File: config.mk
export PLATFORM = sky130hd
export DESIGN_NAME = pipeline_ready_fifo
export DESIGN_NICKNAME = d
export VERILOG_FILES = /design/src/rtl/pipeline_pkg.sv /design/src/rtl/pipeline_ready_fifo.sv
export SDC_FILE = /design/constraint.sdc
export NUM_CORES = 1
export LEC_CHECK = 0
export ABC_AREA = 1
export BUFFER_PORTS_ARGS = -buffer_cell sky130_fd_sc_hd__buf_2
export CORE_UTILIZATION = 57
export CTS_CLUSTER_SIZE = 10
export DETAILED_ROUTE_END_ITERATION = 12
export HOLD_SLACK_MARGIN = 0.08
export PLACE_DENSITY_LB_ADDON = 0.08
export SYNTH_ARGS = -nofsm -noshare
export SYNTH_HDL_FRONTEND = slang
export SYNTH_SLANG_ARGS = --single-unit
File: constraint.sdc
create_clock -name clk -period 4.38 [get_ports clk]
set_input_delay 0.219 -clock clk [delete_from_list [all_inputs] [get_ports clk]]
set_output_delay 0.219 -clock clk [all_outputs]
set_load 0.05 [all_outputs]
File: src/rtl/pipeline_pkg.sv
// ============================================================================
//  Module   : pipeline_pkg
//  Purpose  : Shared helpers for the stall-everything valid/ready pipelines.
//  Revision : 1.0  initial release
// ============================================================================
`default_nettype none

package pipeline_pkg;

    // Pointer width: index bits plus one wrap bit.
    function automatic int PTR_W(input int depth);
        return $clog2(depth) + 1;
    endfunction

    function automatic bit depth_ok(input int depth);
        return (depth >= 2) && ((depth & (depth - 1)) == 0);
    endfunction

endpackage

// Elaboration-time guard; expands to a labelled generate-if at module scope.
`define PIPELINE_CHECK_DEPTH(D) \
    if (!pipeline_pkg::depth_ok(D)) begin : g_bad_depth \
        $error("DEPTH must be a power of two and at least 2"); \
    end

`default_nettype wire

File: src/rtl/pipeline_ready_fifo.sv
// ============================================================================
//  Module   : pipeline_ready_fifo
//  Purpose  : Fully registered receive FIFO that cuts the combinational ready
//             chain of a stall-everything pipeline at one beat per cycle.
//  Revision : 1.0  initial release
// ============================================================================
`default_nettype none

module pipeline_ready_fifo
    import pipeline_pkg::*;
#(
    parameter int DATA_WIDTH = 32,
    parameter int DEPTH      = 4
) (
    input  logic                     clk,
    input  logic                     rst_n,
    input  logic [DATA_WIDTH-1:0]    u_data,
    input  logic                     u_valid,
    output logic                     u_ready,
    output logic [DATA_WIDTH-1:0]    d_data,
    output logic                     d_valid,
    input  logic                     d_ready,
    output logic [$clog2(DEPTH):0]   count
);

    localparam int PW = PTR_W(DEPTH);

    `PIPELINE_CHECK_DEPTH(DEPTH)

    logic [PW-1:0]         wr_ptr_q, wr_ptr_d;
    logic [PW-1:0]         rd_ptr_q, rd_ptr_d;
    logic [PW-1:0]         count_q, count_d;
    logic                  u_ready_q, u_ready_d;
    logic                  d_valid_q, d_valid_d;
    logic [DATA_WIDTH-1:0] mem_q [DEPTH];
    logic [DATA_WIDTH-1:0] mem_d [DEPTH];
    logic                  wr;
    logic                  rd;

    always_comb begin
        wr       = u_valid && u_ready_q;
        rd       = d_valid_q && d_ready;
        wr_ptr_d = wr_ptr_q + PW'(wr);
        rd_ptr_d = rd_ptr_q + PW'(rd);
        // Wrap-bit pointer difference is count + wr - rd, spanning 0..DEPTH.
        count_d   = wr_ptr_d - rd_ptr_d;
        u_ready_d = (count_d != PW'(DEPTH));
        d_valid_d = (count_d != '0);
        mem_d     = mem_q;
        if (wr) begin
            mem_d[wr_ptr_q[PW-2:0]] = u_data;
        end
    end

    always_ff @(posedge clk or negedge rst_n) begin
        if (!rst_n) begin
            wr_ptr_q  <= '0;
            rd_ptr_q  <= '0;
            count_q   <= '0;
            u_ready_q <= 1'b1;
            d_valid_q <= 1'b0;
        end else begin
            wr_ptr_q  <= wr_ptr_d;
            rd_ptr_q  <= rd_ptr_d;
            count_q   <= count_d;
            u_ready_q <= u_ready_d;
            d_valid_q <= d_valid_d;
        end
    end

    // Payload storage is deliberately left out of reset.
    always_ff @(posedge clk) begin
        mem_q <= mem_d;
    end

    assign u_ready = u_ready_q;
    assign d_valid = d_valid_q;
    assign count   = count_q;
    assign d_data  = mem_q[rd_ptr_q[PW-2:0]];

endmodule

`default_nettype wire

==> results of run 1 <==
-- layout make-up --
| cell class | count | share of cell area [%] |
|---|---|---|
| multi-input combinational | 198 | 14.94 |
| timing repair buffer | 110 | 11.00 |
| sequential | 139 | 62.06 |
| inverter | 17 | 1.074 |
| tap | 108 | 2.035 |
| clock buffer | 18 | 6.292 |
| clock inverter | 14 | 2.600 |
-- critical path: cells and delay by family (launching register included) --
| kind | cells | cell delay, ns |
|---|---|---|
| AOI/OAI and AO/OA | 2 | 0.36 |
| DFF | 1 | 0.50 |
| buffers and inverters | 3 | 1.06 |
-- metal layers --
layer	global-route usage [%]	part of all wire, %	vias to the layer above
li1	-	-	1600
met1	27.77	43	1576
met2	37.65	51	103
met3	5.957	4.6	16
met4	9.414	1.7	0
met5	0	0	-
-- through the flow --
step	utilization [%]	hold slack (ns)
3_3_place_gp	64.23	0.09859
6_report	74.70	0.1077
3_5_place_dp	64.23	0.1003
2_1_floorplan	-	-0.07659
5_1_grt	74.70	0.1066
4_1_cts	74.70	0.08513
-- layout by cell type (no fill, tap or decap), types with 8 or more instances in the layout --
| master | netlist | layout |
|---|---|---|
| edfxtp_1 | 128 | 128 |
| buf_2 | 6 | 72 |
| nor2_1 | 68 | 66 |
| o21ai_0 | 36 | 36 |
| dlygate4sd3_1 | 0 | 34 |
| o22ai_1 | 32 | 32 |
| o21ai_1 | 28 | 28 |
| nand2_1 | 19 | 19 |
| clkbuf_16 | 0 | 16 |
| inv_1 | 15 | 15 |
| dfrtp_1 | 10 | 9 |
| nand3_1 | 8 | 8 |
-- sequential cells by signal (all words and copies together), names as in the netlist --
name      count
mem_q       128
count         3
rd_ptr_q      3
wr_ptr_q      3
d_valid       1
u_ready       1
-- cell usage after synthesis --
| master | count | area, µm² |
|---|---|---|
| o22ai_1 | 32 | 200.2 |
| ha_1 | 4 | 50.05 |
| fa_1 | 1 | 20.02 |
| dfstp_2 | 1 | 26.28 |
| inv_8 | 1 | 11.26 |
| o21ai_1 | 28 | 140.1 |
| buf_6 | 9 | 101.4 |
| o21ai_0 | 36 | 180.2 |
| nand3_1 | 8 | 40.04 |
| nand2_1 | 19 | 71.32 |
| dfrtp_1 | 10 | 250.2 |
| edfxtp_1 | 128 | 3844 |
| inv_2 | 1 | 3.750 |
| buf_2 | 6 | 30.03 |
| buf_4 | 3 | 22.52 |
| inv_1 | 15 | 56.30 |
| nor2_1 | 68 | 255.2 |
| clkbuf_1 | 1 | 3.750 |
| nor3_1 | 2 | 10.01 |
-- cells by family after synthesis --
kind of cell / Yosys count
AO/OA/AOI/OAI: 96
adder cells (fa/ha/maj): 5
AND/OR/NAND/NOR: 97
flip-flops: 139
buffers and inverters: 36
-- worst max path at each step --
stage,endpoint,cells past startpoint
2_1_floorplan,mem_q[100],2
3_3_place_gp,mem_q[127],3
3_5_place_dp,mem_q[26],4
4_1_cts,d_data[24],5
5_1_grt,d_data[21],5
6_report,d_data[28],5
==> results_dict.tcl, run 1 <==
set metrics [dict create \
    ff2ff_path_depth 4 \
    hpwl_um 5510 \
    dr.pass1.iters 5 \
    row_count 34 \
    setup_violations 0 \
    clock_latency_ns 0.52 \
    status "completed" \
    period_needed_ns 2.669 \
    synth.avg_cell_area_um2 14.25 \
    cp.required_ns 4.16 \
    diodes 0 \
    coreArea_um2 8891 \
    ant_nets 0 \
    r2r-start "u_ready" \
    via_per_inst 5.455 \
    synthCells 373 \
    htreeDepth 4 \
    syn-cell-area_um2 5316 \
    fill_cells 589 \
    drive_gt1_share_pct 23.19 \
    critPathMaxStageDelay_ns 0.50 \
    grt_max_degree 65 \
    multi_input_area_um2 992.2 \
    synth-xor-area-share_pct 0 \
    layout.nets 524 \
    grt_overflow_total 0 \
    max_freq_ghz 0.3747 \
    place_congestion 0.7287 \
    synth_cell_types 19 \
    hold_viol 0 \
    cts_setup_buffers 0 \
    final_cells 604 \
    seqCellArea_um2 4121 \
    post-route-period-util_pct 60.92 \
    num_vias 3295 \
    cts.sinks 139 \
    worstSetupPathType "reg2out" \
    syn2layout_area_growth_pct 24.92 \
    ctsHoldBuffers 34 \
    cts_root_buffer "clkbuf_8" \
    drt-total-wl_um 9908 \
    crit_arrival_ns 2.45 \
    die-area_um2 9717 \
    synth_compound_area_share_pct 9.791 \
    grt_pass1_vias 3298 \
    clk_path_buf_depth 2 \
    die_y_um 98.58 \
    antenna_found_initial 0 \
    rsz0062_at_grt "no" \
    crit_path_start_kind "flop" \
    relSlewSlack_pct 26.95 \
    postPlaceCellArea_um2 5710 \
    path_cells "buf_4, inv_2, o21ai_1, o22ai_1, buf_2" \
    crit_fanout 32 \
    drtIter0Drc 182 \
    wl_per_cell_um 16.40 \
    tightest_slew_ns 1.093 \
    critPathSlowestCell "dfrtp_1" \
    end_kind "output port" \
    cts_tree "yes" \
    hold_class "in2async" \
    cts.repair.resized 0 \
    ioPinCount 73 \
    drc 0 \
    clk_pin_slew_ns 0.06 \
    setup_tns_ns 0 \
    synth_mux_area_share_pct 0 \
    portBuffers 72 \
    ys_warn_count 0 \
    finalInstanceArea_um2 6641 \
    drv_slew 0 \
    r2r_slack_ns 2.17 \
    seq_area_frac_synth_pct 77.50 \
    synthSimpleGateAreaFrac_pct 7.084 \
    synthAdderAreaFrac_pct 1.318 \
    r2r_end "mem_q[3]" \
    ys_ff_latch 139 \
    preCtsSetupSlack_ns 2.171 \
    numCtsBuffers 17 \
    cap_violations 0 \
    synth_top_family_by_area "compound AO/OA/AOI/OAI gates" \
    worst_slack_ns 1.712 \
    grt_util_all_layers_pct 22.39 \
    start_util_pct 59.79 \
    die_w_um 98.58 \
    setup.worst_path.start "rd_ptr_q[1]" \
    placed_cells_incl_taps 538 \
    grt_first_pass_wirelength_um 16070 \
    finalClockSkew_ns 0.005355 \
    syn-num-nets 414 \
]
Power of run 1 is not shown: default switching activity piles up to over one toggle a cycle in this logic, so the estimate is an artifact.
==> run 2, diff against run 1 <==
ABC_AREA = 0   (was 1)
CORE_UTILIZATION = 56   (was 57)
clock period = 2.57 ns   (was 4.38 ns; I/O delays follow)
==> results_dict.tcl, run 2 <==
set metrics [dict create \
    synth.avg_cell_area_um2 25.34 \
    status "completed" \
    yosys-top-cells-count "edfxtp_1 (128), mux4_2 (32), dfrtp_1 (10)" \
    hp-start "u_data[16]" \
    final_cells 448 \
    max_flop_register "mem_q" \
    relSlewSlack_pct 56.59 \
    antenna_found_initial 0 \
    synth_area_leaders "edfxtp_1 (76%), mux4_2 (14%), dfrtp_1 (4.9%)" \
    crit_arrival_ns 2.26 \
    hold_class "in2reg" \
    largest_reg_flops 128 \
    r2r_end "d_valid" \
    cts_setup_buffers 0 \
    crit_path_start_kind "flop" \
    min_delay_path_depth 2 \
    die-area_um2 9435 \
    p_per_area_nw_per_um2 1335 \
    syn2layout_area_growth_pct 30.12 \
    via_per_inst 5.324 \
    setup_violations 0 \
    coreArea_um2 8721 \
    period_needed_ns 2.387 \
    post-route-period-util_pct 92.87 \
    cap_violations 0 \
    clock_latency_ns 0.51 \
    portBuffers 72 \
    ff2ff_path_depth 8 \
    yosysTopAreaCellShare_pct 75.83 \
    grt_overflow_total 0 \
    crit_fanout 32 \
    grt_max_degree 33 \
    whs_endpoint "mem_q[80]" \
    ys_warn_count 0 \
    synth-edff-count 128 \
    numCtsBuffers 17 \
    setup_tns_ns 0 \
    ys_ff_latch 139 \
    max_freq_ghz 0.4190 \
    clk_pin_slew_ns 0.06 \
    seq_area_frac_synth_pct 81.29 \
    synth_most_common_cell "edfxtp_1" \
    drc 0 \
    die_w_um 97.14 \
    htreeDepth 4 \
    clk_path_buf_depth 2 \
    drive_gt1_share_pct 43.24 \
    synth_cell_types 22 \
    end_kind "output port" \
    rsz0062_at_grt "no" \
    hpwl_um 4591 \
    peakVddDrop_mv 1.048 \
    layout.nets 368 \
    cts.sinks 139 \
    async_flop_share_pct 7.914 \
    wl_per_cell_um 18.20 \
    cts_tree "yes" \
    p_leak_uw 0.002377 \
    finalClockSkew_ns 0.008779 \
    tightest_slew_ns 0.6511 \
    synth_top_cell_by_area "edfxtp_1" \
    die_y_um 97.14 \
    syn-num-nets 241 \
    diodes 0 \
    num_vias 2385 \
    synth_ff_type "edfxtp_1" \
    fill_cells 479 \
    worstSetupPathType "reg2out" \
    dr.pass1.iters 4 \
    grt_first_pass_wirelength_um 13100 \
    place_congestion 0.7006 \
    ioPinCount 73 \
    r2r_slack_ns 0.26 \
    r2r-start "u_ready" \
    hold_viol 0 \
    grt_util_all_layers_pct 19.42 \
    synthCells 200 \
    mostFrequentLayoutCell "edfxtp_1" \
    cp.required_ns 2.44 \
    placed_cells_incl_taps 379 \
    drv_slew 0 \
    layout_common_cells "edfxtp_1 (128), buf_2 (72), dlygate4sd3_1 (37)" \
    row_count 34 \
    ant_nets 0 \
    drt-total-wl_um 8154 \
    drtIter0Drc 163 \
    start_util_pct 58.12 \
    grt_pass1_vias 2583 \
    cts_root_buffer "clkbuf_8" \
    syn-cell-area_um2 5069 \
    holdWs_ns 0.3671 \
]
run 2: changes by cell type in the layout (fill, tap and decap cells not counted), sizes merged, moves of 3 or more:
cell / previous run / this run
mux4: 0 / 32
nand3: 8 / 0
nor2: 68 / 0
dlygate4sd3: 34 / 37
inv: 18 / 5
clkinvlp: 5 / 2
o21ai: 64 / 0
nand2: 19 / 1
o22ai: 32 / 0
clkinv: 5 / 9
run 2: through the flow:
step	instance area, µm²	power [µW]	util, %	setup slack, ns
detailed placement	5635	6479	64.62	0.2610
CTS	6595	8897	75.62	0.1202
global placement	5635	6446	64.62	0.3263
floorplan	5094	5756	-	0.1188
finish	6595	8801	75.62	0.1832
global route	6595	9154	75.62	0.05781
run 2: layout make-up:
type	count	area (µm²)	share of cell area (%)
clock buffers	17	414.1	6.280
clock inverters	15	175.2	2.656
inverters	4	15.01	0.2277
multi-input cells	50	933.4	14.15
flip-flops and latches	139	4121	62.49
well taps	108	135.1	2.049
repair buffers	115	800.8	12.14
run 2: timing repair:
item,in CTS,in global routing
hold buffers,37,0
hold endpoints to repair,141,0
gates resized for setup,0,0
run 2: per-layer routing:
layer | vias to the layer above | part of all wire [%] | GRT usage, %
met5 | - | 0 | 0
li1 | 1101 | - | -
met2 | 70 | 52 | 31.53
met1 | 1200 | 42 | 24.03
met4 | 0 | 2.3 | 9.300
met3 | 14 | 4.5 | 6.043
run 2: where the power goes:
part           switching, µW  total, µW  internal (µW)
combinational           2230       3310           1080
clock                    887       2360           1470
sequential               134       3130           2990
run 2: worst max path at each step:
stage	startpoint	end	slack (ns)	depth (start not counted)
after floorplan	d_valid	d_valid	0.12	7
after CTS	rd_ptr_q[0]	d_data[20]	0.12	3
final	rd_ptr_q[0]	d_data[20]	0.18	3
after global routing	rd_ptr_q[0]	d_data[20]	0.06	3
after global placement	u_ready	d_valid	0.33	8
after detailed placement	u_ready	d_valid	0.26	8
run 2: logic make-up after synthesis:
| logic type | Yosys count | synth area share [%] |
|---|---|---|
| XOR/XNOR | 4 | 1.111 |
| adder cells (fa/ha/maj) | 5 | 1.382 |
| buffers and inverters | 11 | 0.9133 |
| flip-flops | 139 | 81.29 |
| multiplexers | 32 | 14.22 |
| AND/OR/NAND/NOR | 9 | 1.086 |
run 2: critical path, stage by stage (launching register included):
cell and delay [ns]:
dfrtp_2 0.36, buf_4 0.53, mux4_2 0.61, buf_2 0.23
(Power assumes the default switching activity.)
==> run 3, diff against run 2 <==
PLACE_DENSITY = 0.78   (was not set)
PLACE_DENSITY_LB_ADDON = not set   (was 0.08)
==> results_dict.tcl, run 3 (same netlist as run 2, synthesis figures left out) <==
set metrics [dict create \
    die_y_um 97.14 \
    grt_pass1_vias 2661 \
    power_uw 8870 \
    cts.sinks 139 \
    ff2ff_path_depth 8 \
    mostFrequentLayoutCell "edfxtp_1" \
    r2r_slack_ns 0.20 \
    drtIter0Drc 130 \
    cts_tree "yes" \
    final_core_util_pct 75.65 \
    hpwl_um 4859 \
    max_flop_register "mem_q" \
    grt_max_degree 33 \
    finalInstanceArea_um2 6598 \
    crit_arrival_ns 2.26 \
    worstSetupPathType "reg2out" \
    end_kind "output port" \
    whs_endpoint "wr_ptr_q[0]" \
    wl_per_cell_um 18.87 \
    portBuffers 72 \
    drv_slew 0 \
    coreArea_um2 8721 \
    hp-start "u_valid" \
    max_freq_ghz 0.4183 \
    period_needed_ns 2.391 \
    ant_nets 0 \
    min_delay_path_depth 3 \
    place_congestion 0.7484 \
    dr.pass1.iters 4 \
    postPlaceCellArea_um2 5642 \
    status "completed" \
    ioPinCount 73 \
    p_per_area_nw_per_um2 1344 \
    finalClockSkew_ns 0.007945 \
    start_util_pct 58.12 \
    setup_violations 0 \
    htreeDepth 4 \
    cts_setup_buffers 0 \
    num_vias 2420 \
    row_count 34 \
    hold_viol 0 \
    layout.nets 371 \
    clock_latency_ns 0.52 \
    r2r_end "d_valid" \
    crit_fanout 32 \
    drc 0 \
    rsz0062_at_grt "no" \
    numCtsBuffers 17 \
    clk_pin_slew_ns 0.06 \
    largest_reg_flops 128 \
    die_w_um 97.14 \
    hold_class "in2reg" \
    relSlewSlack_pct 56.72 \
    layout_common_cells "edfxtp_1 (128), buf_2 (72), dlygate4sd3_1 (36)" \
    die-area_um2 9435 \
    via_per_inst 5.366 \
    p_leak_uw 0.002397 \
    post-route-period-util_pct 93.02 \
    cap_violations 0 \
    clk_path_buf_depth 2 \
    cts_root_buffer "clkbuf_8" \
    syn2layout_area_growth_pct 30.17 \
    grt_overflow_total 0 \
    peakVddDrop_mv 1.121 \
    cp.required_ns 2.44 \
    diodes 0 \
    setup_tns_ns 0 \
    r2r-start "u_ready" \
    crit_path_start_kind "flop" \
    grt_util_all_layers_pct 20.26 \
    antenna_found_initial 0 \
    drt-total-wl_um 8509 \
    grt_first_pass_wirelength_um 13650 \
    drive_gt1_share_pct 44.02 \
    tightest_slew_ns 0.6493 \
]
[run 3: changes by cell type in the layout (fill, tap and decap cells not counted), sizes merged]
cell	previous run	this run
buf	78	82
bufinv	3	4
clkbuf	17	18
clkinvlp	2	1
dlygate4sd3	37	36
inv	5	4
[run 3: final cells by class]
cell class	count	area, µm²
repair buffers	118	795.8
clock buffers	18	417.9
fillers	475	2123
inverters	4	15.01
well taps	108	135.1
multi-input cells	50	933.4
flip-flops and latches	139	4123
clock inverters	14	177.7
[run 3: worst max-delay path, cell delays in order (launching register included)]
cell	delay (ns)
dfrtp_2	0.36
buf_4	0.52
mux4_2	0.61
buf_2	0.23
[run 3: repair_timing]
action | CTS | global route
hold buffers | 36 | 0
gates resized for setup | 0 | 0
hold endpoints to repair | 140 | 0
[run 3: where the power goes]
| part | internal [µW] | switching [µW] | leakage, µW |
|---|---|---|---|
| Sequential | 2990 | 136 | 0.00130 |
| Clock | 1560 | 840 | 0.000293 |
| Combinational | 1080 | 2260 | 0.000807 |
| Total | 5640 | 3230 | 0.00240 |
[run 3: stage by stage]
| step | worst slack, ns | instances | hold slack, ns |
|---|---|---|---|
| 2_1_floorplan | 0.1188 | 200 | -0.1671 |
| 3_3_place_gp | 0.3260 | 383 | 0.002617 |
| 3_5_place_dp | 0.2369 | 383 | 0.01227 |
| 4_1_cts | 0.1039 | 451 | 0.09445 |
| 5_1_grt | 0.04435 | 451 | 0.1398 |
| 6_report | 0.1795 | 451 | 0.1254 |
[run 3: how the worst max path moves through the flow]
stage                 from          to
5_1_grt        rd_ptr_q[0]  d_data[13]
3_3_place_gp       u_ready     d_valid
3_5_place_dp       u_ready     d_valid
2_1_floorplan      d_valid     d_valid
4_1_cts        rd_ptr_q[0]   d_data[4]
6_report       rd_ptr_q[0]  d_data[23]
[run 3: metal layers]
| metal | wire (µm) | GRT usage [%] | share of wire [%] | up-vias |
|---|---|---|---|---|
| met5 | 0 | 0 | 0 | - |
| met1 | 3613 | 25.86 | 42 | 1237 |
| met3 | 418 | 6.259 | 4.9 | 9 |
| met2 | 4363 | 32.29 | 51 | 75 |
| met4 | 113 | 9.414 | 1.3 | 0 |
| li1 | - | - | - | 1099 |
